**config.mk**
```make
export PLATFORM = sky130hd
export DESIGN_NAME = sample_compressor
export DESIGN_NICKNAME = d
export VERILOG_FILES = /design/src/rtl/sample_compressor.sv
export SDC_FILE = /design/constraint.sdc
export NUM_CORES = 1
export LEC_CHECK = 0
export CAP_MARGIN = 40
export CORE_MARGIN = 5
export CORE_UTILIZATION = 60
export CTS_BUF_LIST = sky130_fd_sc_hd__clkbuf_16
export CTS_CLUSTER_SIZE = 40
export DETAILED_ROUTE_END_ITERATION = 8
export GPL_ROUTABILITY_DRIVEN = 1
export GPL_TIMING_DRIVEN = 0
export HOLD_SLACK_MARGIN = 0.08
export PLACE_DENSITY = 0.79
export RECOVER_POWER = 25
export SLEW_MARGIN = 10
export SYNTH_ARGS = -nofsm -noshare
export SYNTH_HDL_FRONTEND = slang
export SYNTH_SLANG_ARGS = --single-unit
export TNS_END_PERCENT = 1
```
**constraint.sdc**
```tcl
create_clock -name clock -period 9.5 [get_ports clock]
set_input_delay 1.9 -clock clock [delete_from_list [all_inputs] [get_ports clock]]
set_output_delay 1.9 -clock clock [all_outputs]
set_load 0.02 [all_outputs]
```
**src/rtl/sample_compressor.sv**
```systemverilog
// Envelope-following compressor/limiter: tracks a peak envelope, derives a gain of
// threshold/envelope with a bit-serial divider, scales the sample and clamps it to +/-threshold.
module sample_compressor #(
    parameter int WIDTH         = 12,
    parameter int ATTACK_SHIFT  = 2,
    parameter int RELEASE_SHIFT = 8,
    parameter int GAIN_FRAC     = 8
) (
    input  logic                    clock,
    input  logic                    reset,
    input  logic                    start,
    input  logic signed [WIDTH-1:0] incoming_sample,
    input  logic        [WIDTH-2:0] threshold,
    input  logic                    enable,
    output logic signed [WIDTH-1:0] modified_sample,
    output logic                    done,
    output logic                    busy
);

    localparam int MAG_W  = WIDTH - 1;
    localparam int GAIN_W = GAIN_FRAC + 1;
    localparam int PROD_W = WIDTH + GAIN_FRAC + 1;
    localparam int CNT_W  = $clog2(GAIN_FRAC + 1);

    localparam logic signed [WIDTH-1:0] MIN_S    = {1'b1, {(WIDTH-1){1'b0}}};
    localparam logic        [MAG_W-1:0] MAG_MAX  = {MAG_W{1'b1}};
    localparam logic        [MAG_W-1:0] MAG_ONE  = {{(MAG_W-1){1'b0}}, 1'b1};
    localparam logic        [GAIN_W-1:0] UNITY   = {1'b1, {GAIN_FRAC{1'b0}}};
    localparam logic        [CNT_W-1:0] CNT_ONE  = {{(CNT_W-1){1'b0}}, 1'b1};
    localparam logic        [CNT_W-1:0] CNT_LAST = CNT_W'(GAIN_FRAC);

    typedef enum logic [1:0] {
        ST_IDLE = 2'd0,
        ST_ENV  = 2'd1,
        ST_DIV  = 2'd2,
        ST_MUL  = 2'd3
    } state_t;

    state_t                  state_r;
    logic signed [WIDTH-1:0] sample_r;
    logic        [MAG_W-1:0] thr_r;
    logic                    en_r;
    logic        [MAG_W-1:0] env_r;
    logic        [MAG_W-1:0] rem_r;
    logic    [GAIN_FRAC-1:0] quo_r;
    logic                    unity_r;
    logic        [CNT_W-1:0] cnt_r;
    logic                    fin_r;
    logic signed [WIDTH-1:0] out_r;
    logic                    done_r;
    logic                    busy_r;

    logic        [WIDTH-1:0] rem_sh_s;
    logic        [MAG_W-1:0] rem_sub_s;
    logic                    rem_ge_s;
    logic       [GAIN_W-1:0] gain_s;
    logic signed [PROD_W-1:0] samp_x_s;
    logic signed [PROD_W-1:0] gain_x_s;
    logic signed [PROD_W-1:0] prod_s;
    logic signed [PROD_W-1:0] scaled_s;

    // Magnitude of a sample; the most negative code saturates to the largest positive magnitude.
    function automatic logic [MAG_W-1:0] abs_sat(input logic signed [WIDTH-1:0] s);
        if (s == MIN_S) begin
            return MAG_MAX;
        end else if (s[WIDTH-1]) begin
            return ~s[MAG_W-1:0] + MAG_ONE;
        end else begin
            return s[MAG_W-1:0];
        end
    endfunction

    // One envelope update: fast attack toward larger peaks, slow release toward smaller ones.
    function automatic logic [MAG_W-1:0] env_next(input logic [MAG_W-1:0] env,
                                                  input logic [MAG_W-1:0] mag);
        logic [MAG_W-1:0] diff;
        if (mag > env) begin
            diff = mag - env;
            return env + (diff >> ATTACK_SHIFT);
        end else begin
            diff = env - mag;
            return env - (diff >> RELEASE_SHIFT);
        end
    endfunction

    // Saturate the scaled product to the symmetric range [-lim, +lim].
    function automatic logic signed [WIDTH-1:0] clamp_sym(input logic signed [PROD_W-1:0] p,
                                                         input logic [MAG_W-1:0] lim);
        logic signed [PROD_W-1:0] lim_x;
        lim_x = {{(PROD_W-MAG_W){1'b0}}, lim};
        if (p > lim_x) begin
            return {1'b0, lim};
        end else if (p < -lim_x) begin
            return -{1'b0, lim};
        end else begin
            return p[WIDTH-1:0];
        end
    endfunction

    // Restoring-divide step and gain scaling datapath.
    always_comb begin
        rem_sh_s  = {rem_r, 1'b0};
        rem_ge_s  = (rem_sh_s >= {1'b0, env_r});
        rem_sub_s = rem_sh_s[MAG_W-1:0] - env_r;
        if (unity_r) begin
            gain_s = UNITY;
        end else begin
            gain_s = {1'b0, quo_r};
        end
        samp_x_s = {{(PROD_W-WIDTH){sample_r[WIDTH-1]}}, sample_r};
        gain_x_s = {{(PROD_W-GAIN_W){1'b0}}, gain_s};
        prod_s   = samp_x_s * gain_x_s;
        scaled_s = prod_s >>> GAIN_FRAC;
    end

    // Control FSM with envelope, divider and registered outputs.
    always_ff @(posedge clock or negedge reset) begin
        if (!reset) begin
            state_r  <= ST_IDLE;
            sample_r <= '0;
            thr_r    <= '0;
            en_r     <= 1'b0;
            env_r    <= '0;
            rem_r    <= '0;
            quo_r    <= '0;
            unity_r  <= 1'b0;
            cnt_r    <= '0;
            fin_r    <= 1'b0;
            out_r    <= '0;
            done_r   <= 1'b0;
            busy_r   <= 1'b0;
        end else begin
            case (state_r)
                ST_IDLE: begin
                    done_r <= 1'b0;
                    if (start) begin
                        sample_r <= incoming_sample;
                        thr_r    <= threshold;
                        en_r     <= enable;
                        busy_r   <= 1'b1;
                        state_r  <= ST_ENV;
                    end
                end
                ST_ENV: begin
                    if (en_r) begin
                        env_r <= env_next(env_r, abs_sat(sample_r));
                    end
                    cnt_r   <= '0;
                    state_r <= ST_DIV;
                end
                ST_DIV: begin
                    // First DIV cycle seeds the remainder; env <= threshold means unity gain.
                    if (cnt_r == '0) begin
                        rem_r   <= thr_r;
                        quo_r   <= '0;
                        unity_r <= (env_r <= thr_r);
                    end else begin
                        rem_r <= rem_ge_s ? rem_sub_s : rem_sh_s[MAG_W-1:0];
                        quo_r <= {quo_r[GAIN_FRAC-2:0], rem_ge_s};
                    end
                    if (cnt_r == CNT_LAST) begin
                        state_r <= ST_MUL;
                    end
                    cnt_r <= cnt_r + CNT_ONE;
                end
                ST_MUL: begin
                    // MUL spans the done cycle so a start coinciding with done is ignored.
                    if (!fin_r) begin
                        out_r  <= en_r ? clamp_sym(scaled_s, thr_r) : sample_r;
                        done_r <= 1'b1;
                        fin_r  <= 1'b1;
                    end else begin
                        done_r  <= 1'b0;
                        busy_r  <= 1'b0;
                        fin_r   <= 1'b0;
                        state_r <= ST_IDLE;
                    end
                end
                default: begin
                    state_r <= ST_IDLE;
                    done_r  <= 1'b0;
                    busy_r  <= 1'b0;
                    fin_r   <= 1'b0;
                end
            endcase
        end
    end

    assign modified_sample = out_r;
    assign done            = done_r;
    assign busy            = busy_r;

endmodule

```
==> qor.csv <==
stage;metric;value;unit
outcome;status;complete, but fails checks;
outcome;failing checks;capacitance limit, slew limit;
floorplan;DIE WIDTH;144;um
sta;fin worst setup slack;0.738;ns
final_layout;area delta synth->final;9.05;%
final_layout;area occupied by registers;0.00190;mm^2
floorplan;full die area;0.0207;mm^2
detailed_routing;final wirelength;29000;um
place;DPL Wire Length;23700;um
critical_path;critical path launch point;sample_r[11]$_DFFE_PN0P_;
critical_path;CP Max Fanout;10;
cts;Clock Tree Root;clkbuf_16;
synthesis;top cells by area, synth;dfrtp_1 (18%), fa_1 (17%), ha_1 (15%), inv_1 (6.2%), nand2_1 (4.7%);
synthesis;Synth Area per Inst;8.53;um^2
synthesis;post-synth net total;1512;
cts;CTS tree;built;
final_layout;Fill cells;1486;
sta;top achievable clock speed;114;MHz
detailed_routing;vias per cell;6.02;
hold_path;Worst Hold Class;reg2reg;
detailed_routing;DR WL/cell;18.8;um
place;routability cong.;0.977;
synthesis;Synth Register Bits;76;
global_routing;largest net degree at the start of global routing;57;
final_layout;share of post-route cells with drive strength above 1;0.0532;
place;number of buffers added on ports;40;
floorplan;Initial Util;0.605;
job;max cap viols;1;
cts;clock slew at reported path FFs;0.06;ns
synthesis;ys async rst share;1.00;
sta;final-report setup violation count;0;
synthesis;Synth area leader;dfrtp_1;
critical_path;crit path kind;reg2reg;
critical_path;CP endpoint kind;flip-flop;
detailed_routing;ANT nets after route;0;
floorplan;Core Region;0.0178;mm^2
cts;worst skew pair latency;0.35;ns
sta;Final min period;8.76;ns
detailed_routing;DRC;0;
critical_path;Startpoint Class;flip-flop;
floorplan;I/O pin count;41;
cts;H-tree levels;3;
detailed_routing;Pre-antenna DRT Iters;5;
critical_path;Worst Path Required;9.69;ns
cts;CTS Sinks;76;
synthesis;post-synthesis sequential area ratio;0.177;
synthesis;Post-synth EDFFs;0;
final_layout;NumNets Final;1564;
global_routing;GR Util All Layers;0.289;
place;dpl ws;0.857;ns
synthesis;Mapped Cells;1260;
detailed_routing;Vias;9302;
cts;Post-CTS Setup Inserts;0;
global_routing;first-pass GRT wire length;47100;um
synthesis;Main synth FF type;dfrtp_1;
final_layout;final instance area;0.0117;mm^2
sta;RSZ-0062 raised after global routing;false;
sta;Final Skew;0.00775;ns
critical_path;critical path's largest stage delay;0.54;ns
final_layout;diode count;0;
critical_path;Worst path slowest cell;fa_1;
cts;CTS Buf Count;9;
cts;PostCTS Resize Cnt;0;
final_layout;area occupied by multi-input gates;0.00799;mm^2
critical_path;worst r2r src;sample_r[11]$_DFFE_PN0P_;
sta;final worst path period share;0.922;
place;Post-DP Area;0.0115;mm^2
critical_path;crit path DAT;8.95;ns
global_routing;vias in the first global route;9336;
cts;CTS Buffer Depth;2;
sta;Slew @ Worst Pin;3.07;ns
detailed_routing;Initial DRC Count;598;
global_routing;antenna violations before repair;0;
synthesis;YS warnings;0;
cts;hold_buf cts;0;
floorplan;FP Rows;49;
synthesis;Post-Syn Area;0.0108;mm^2
sta;slew margin rel.;-1.05;
hold_path;min-delay src;done$_DFFE_PN0P_;
floorplan;die height;144;um
sta;Final Hold Fails;0;
sta;fin. max-slew vios;57;
critical_path;r2r setup slk;0.74;ns
synthesis;share of the synthesized area in the top cell type;0.177;
synthesis;Unique masters post-synth;75;
sta;setup_tns;0;ns
global_routing;grt total ovfl;0;
[placed cells by master, fill, tap and decap left out, types with 5 or more instances in the layout]
cell type        count
inv_1              177
nand2_1            135
ha_1               133
fa_1                92
dfrtp_1             76
nor2_1              62
nor3_1              62
o21ai_0             60
a21oi_1             52
xnor2_1             43
clkbuf_1            40
clkdlybuf4s50_1     39
mux2_2              33
nand3_1             26
and2_1              26
o21a_1              19
xor2_1              19
a21o_1              19
a31oi_1             13
nand4_1             12
mux2i_1             12
nor2b_1             11
o22ai_1             11
a211oi_1             9
clkbuf_16            9
or3_1                7
o31ai_1              6
a21boi_0             6
nand2b_1             5
or4_1                5
a31o_2               5
and3_1               5
nor3b_1              5
[stage by stage]
step | util | hold WS, ns | std cells
2_1_floorplan | - | 0.467 | 1260
3_3_place_gp | 0.643 | 0.471 | 1529
3_5_place_dp | 0.645 | 0.473 | 1530
4_1_cts | 0.661 | 0.488 | 1545
5_1_grt | 0.659 | 0.524 | 1545
6_report | 0.659 | 0.484 | 1545
[flip-flops by register name, indices dropped and copies added, names as in the netlist]
| register | cells |
|---|---|
| modified_sample | 12 |
| fin_r | 1 |
| env_r | 11 |
| quo_r | 8 |
| en_r | 1 |
| unity_r | 1 |
| cnt_r | 4 |
| done | 1 |
| state_r | 2 |
| busy | 1 |
| rem_r | 11 |
| thr_r | 11 |
| sample_r | 12 |
[path summary, 6_finish.rpt]
check	endpoint	depth (start not counted)
worst max-delay path	modified_sample[8]$_DFFE_PN0P_	29
worst min-delay path	done$_DFFE_PN0P_	2
worst max register to register	modified_sample[8]$_DFFE_PN0P_	29
worst min register to register	done$_DFFE_PN0P_	2
max in group asynchronous	fin_r$_DFFE_PN0P_	2
min in group asynchronous	env_r[8]$_DFFE_PN0P_	1
[metal layers]
metal / wire length [um] / vias up / global-route usage
met5: 0 / - / 0
met4: 1170 / 0 / 0.120
met3: 2140 / 85 / 0.0479
met2: 13700 / 383 / 0.474
met1: 12000 / 4446 / 0.382
li1: - / 4388 / -
[synth_stat cells, types with 3 or more instances]
cell type	instances
o21bai_1	3
nand3_1	26
a21boi_0	6
nor2_1	62
and2_1	26
o21a_1	19
mux2_2	33
a2111oi_0	3
or4_1	5
nand2b_1	5
fa_1	92
nand3b_1	3
nor3b_1	5
o22ai_1	11
o221ai_1	4
or3_1	7
nor2b_1	11
xor2_1	19
a31o_2	5
clkinv_1	3
xnor2_1	43
a211oi_1	9
o21ai_1	4
clkbuf_1	38
a21o_1	19
nor3_1	62
nand2_1	135
o41ai_1	3
o31ai_1	6
a31oi_1	13
dfrtp_1	76
and3_1	5
mux2i_1	12
nand4_1	12
a21oi_1	52
or2_2	3
a221oi_1	4
o21ai_0	60
inv_1	177
ha_1	133
buf_1	3
[logic make-up (layout without fill, tap and decap cells)]
| group | count (synthesis) | count (layout) | synth area share |
|---|---|---|---|
| flip-flops | 76 | 76 | 0.177 |
| adder cells (fa/ha/maj) | 225 | 225 | 0.326 |
| XOR/XNOR | 62 | 62 | 0.0505 |
| AO/OA/AOI/OAI | 246 | 246 | 0.149 |
| buffers and inverters | 225 | 281 | 0.0801 |
| AND/OR/NAND/NOR | 381 | 381 | 0.172 |
| multiplexers | 45 | 45 | 0.0457 |
[area by class of cell]
class,instances,share of cell area
tap,229,0.0244
inverter,180,0.0576
timing repair buffer,41,0.0339
multi-input combinational,959,0.681
sequential,76,0.162
clock buffer,9,0.0192
clock inverter,6,0.00544
buffer,45,0.0158
[critical path, delay by kind of cell (launching register included)]
family / cells / cell delay [ns]
AOI/OAI and AO/OA: 9 / 2.43
xor gates and xnor gates: 1 / 0.17
adders and majority gates: 7 / 3.07
buffers and inverters: 8 / 1.63
DFF: 1 / 0.44
and+or+nand+nor: 4 / 0.84
Power is left out: the tool's default activity adds up to more than one toggle a clock period on the data nets, which glitch-free logic cannot reach.
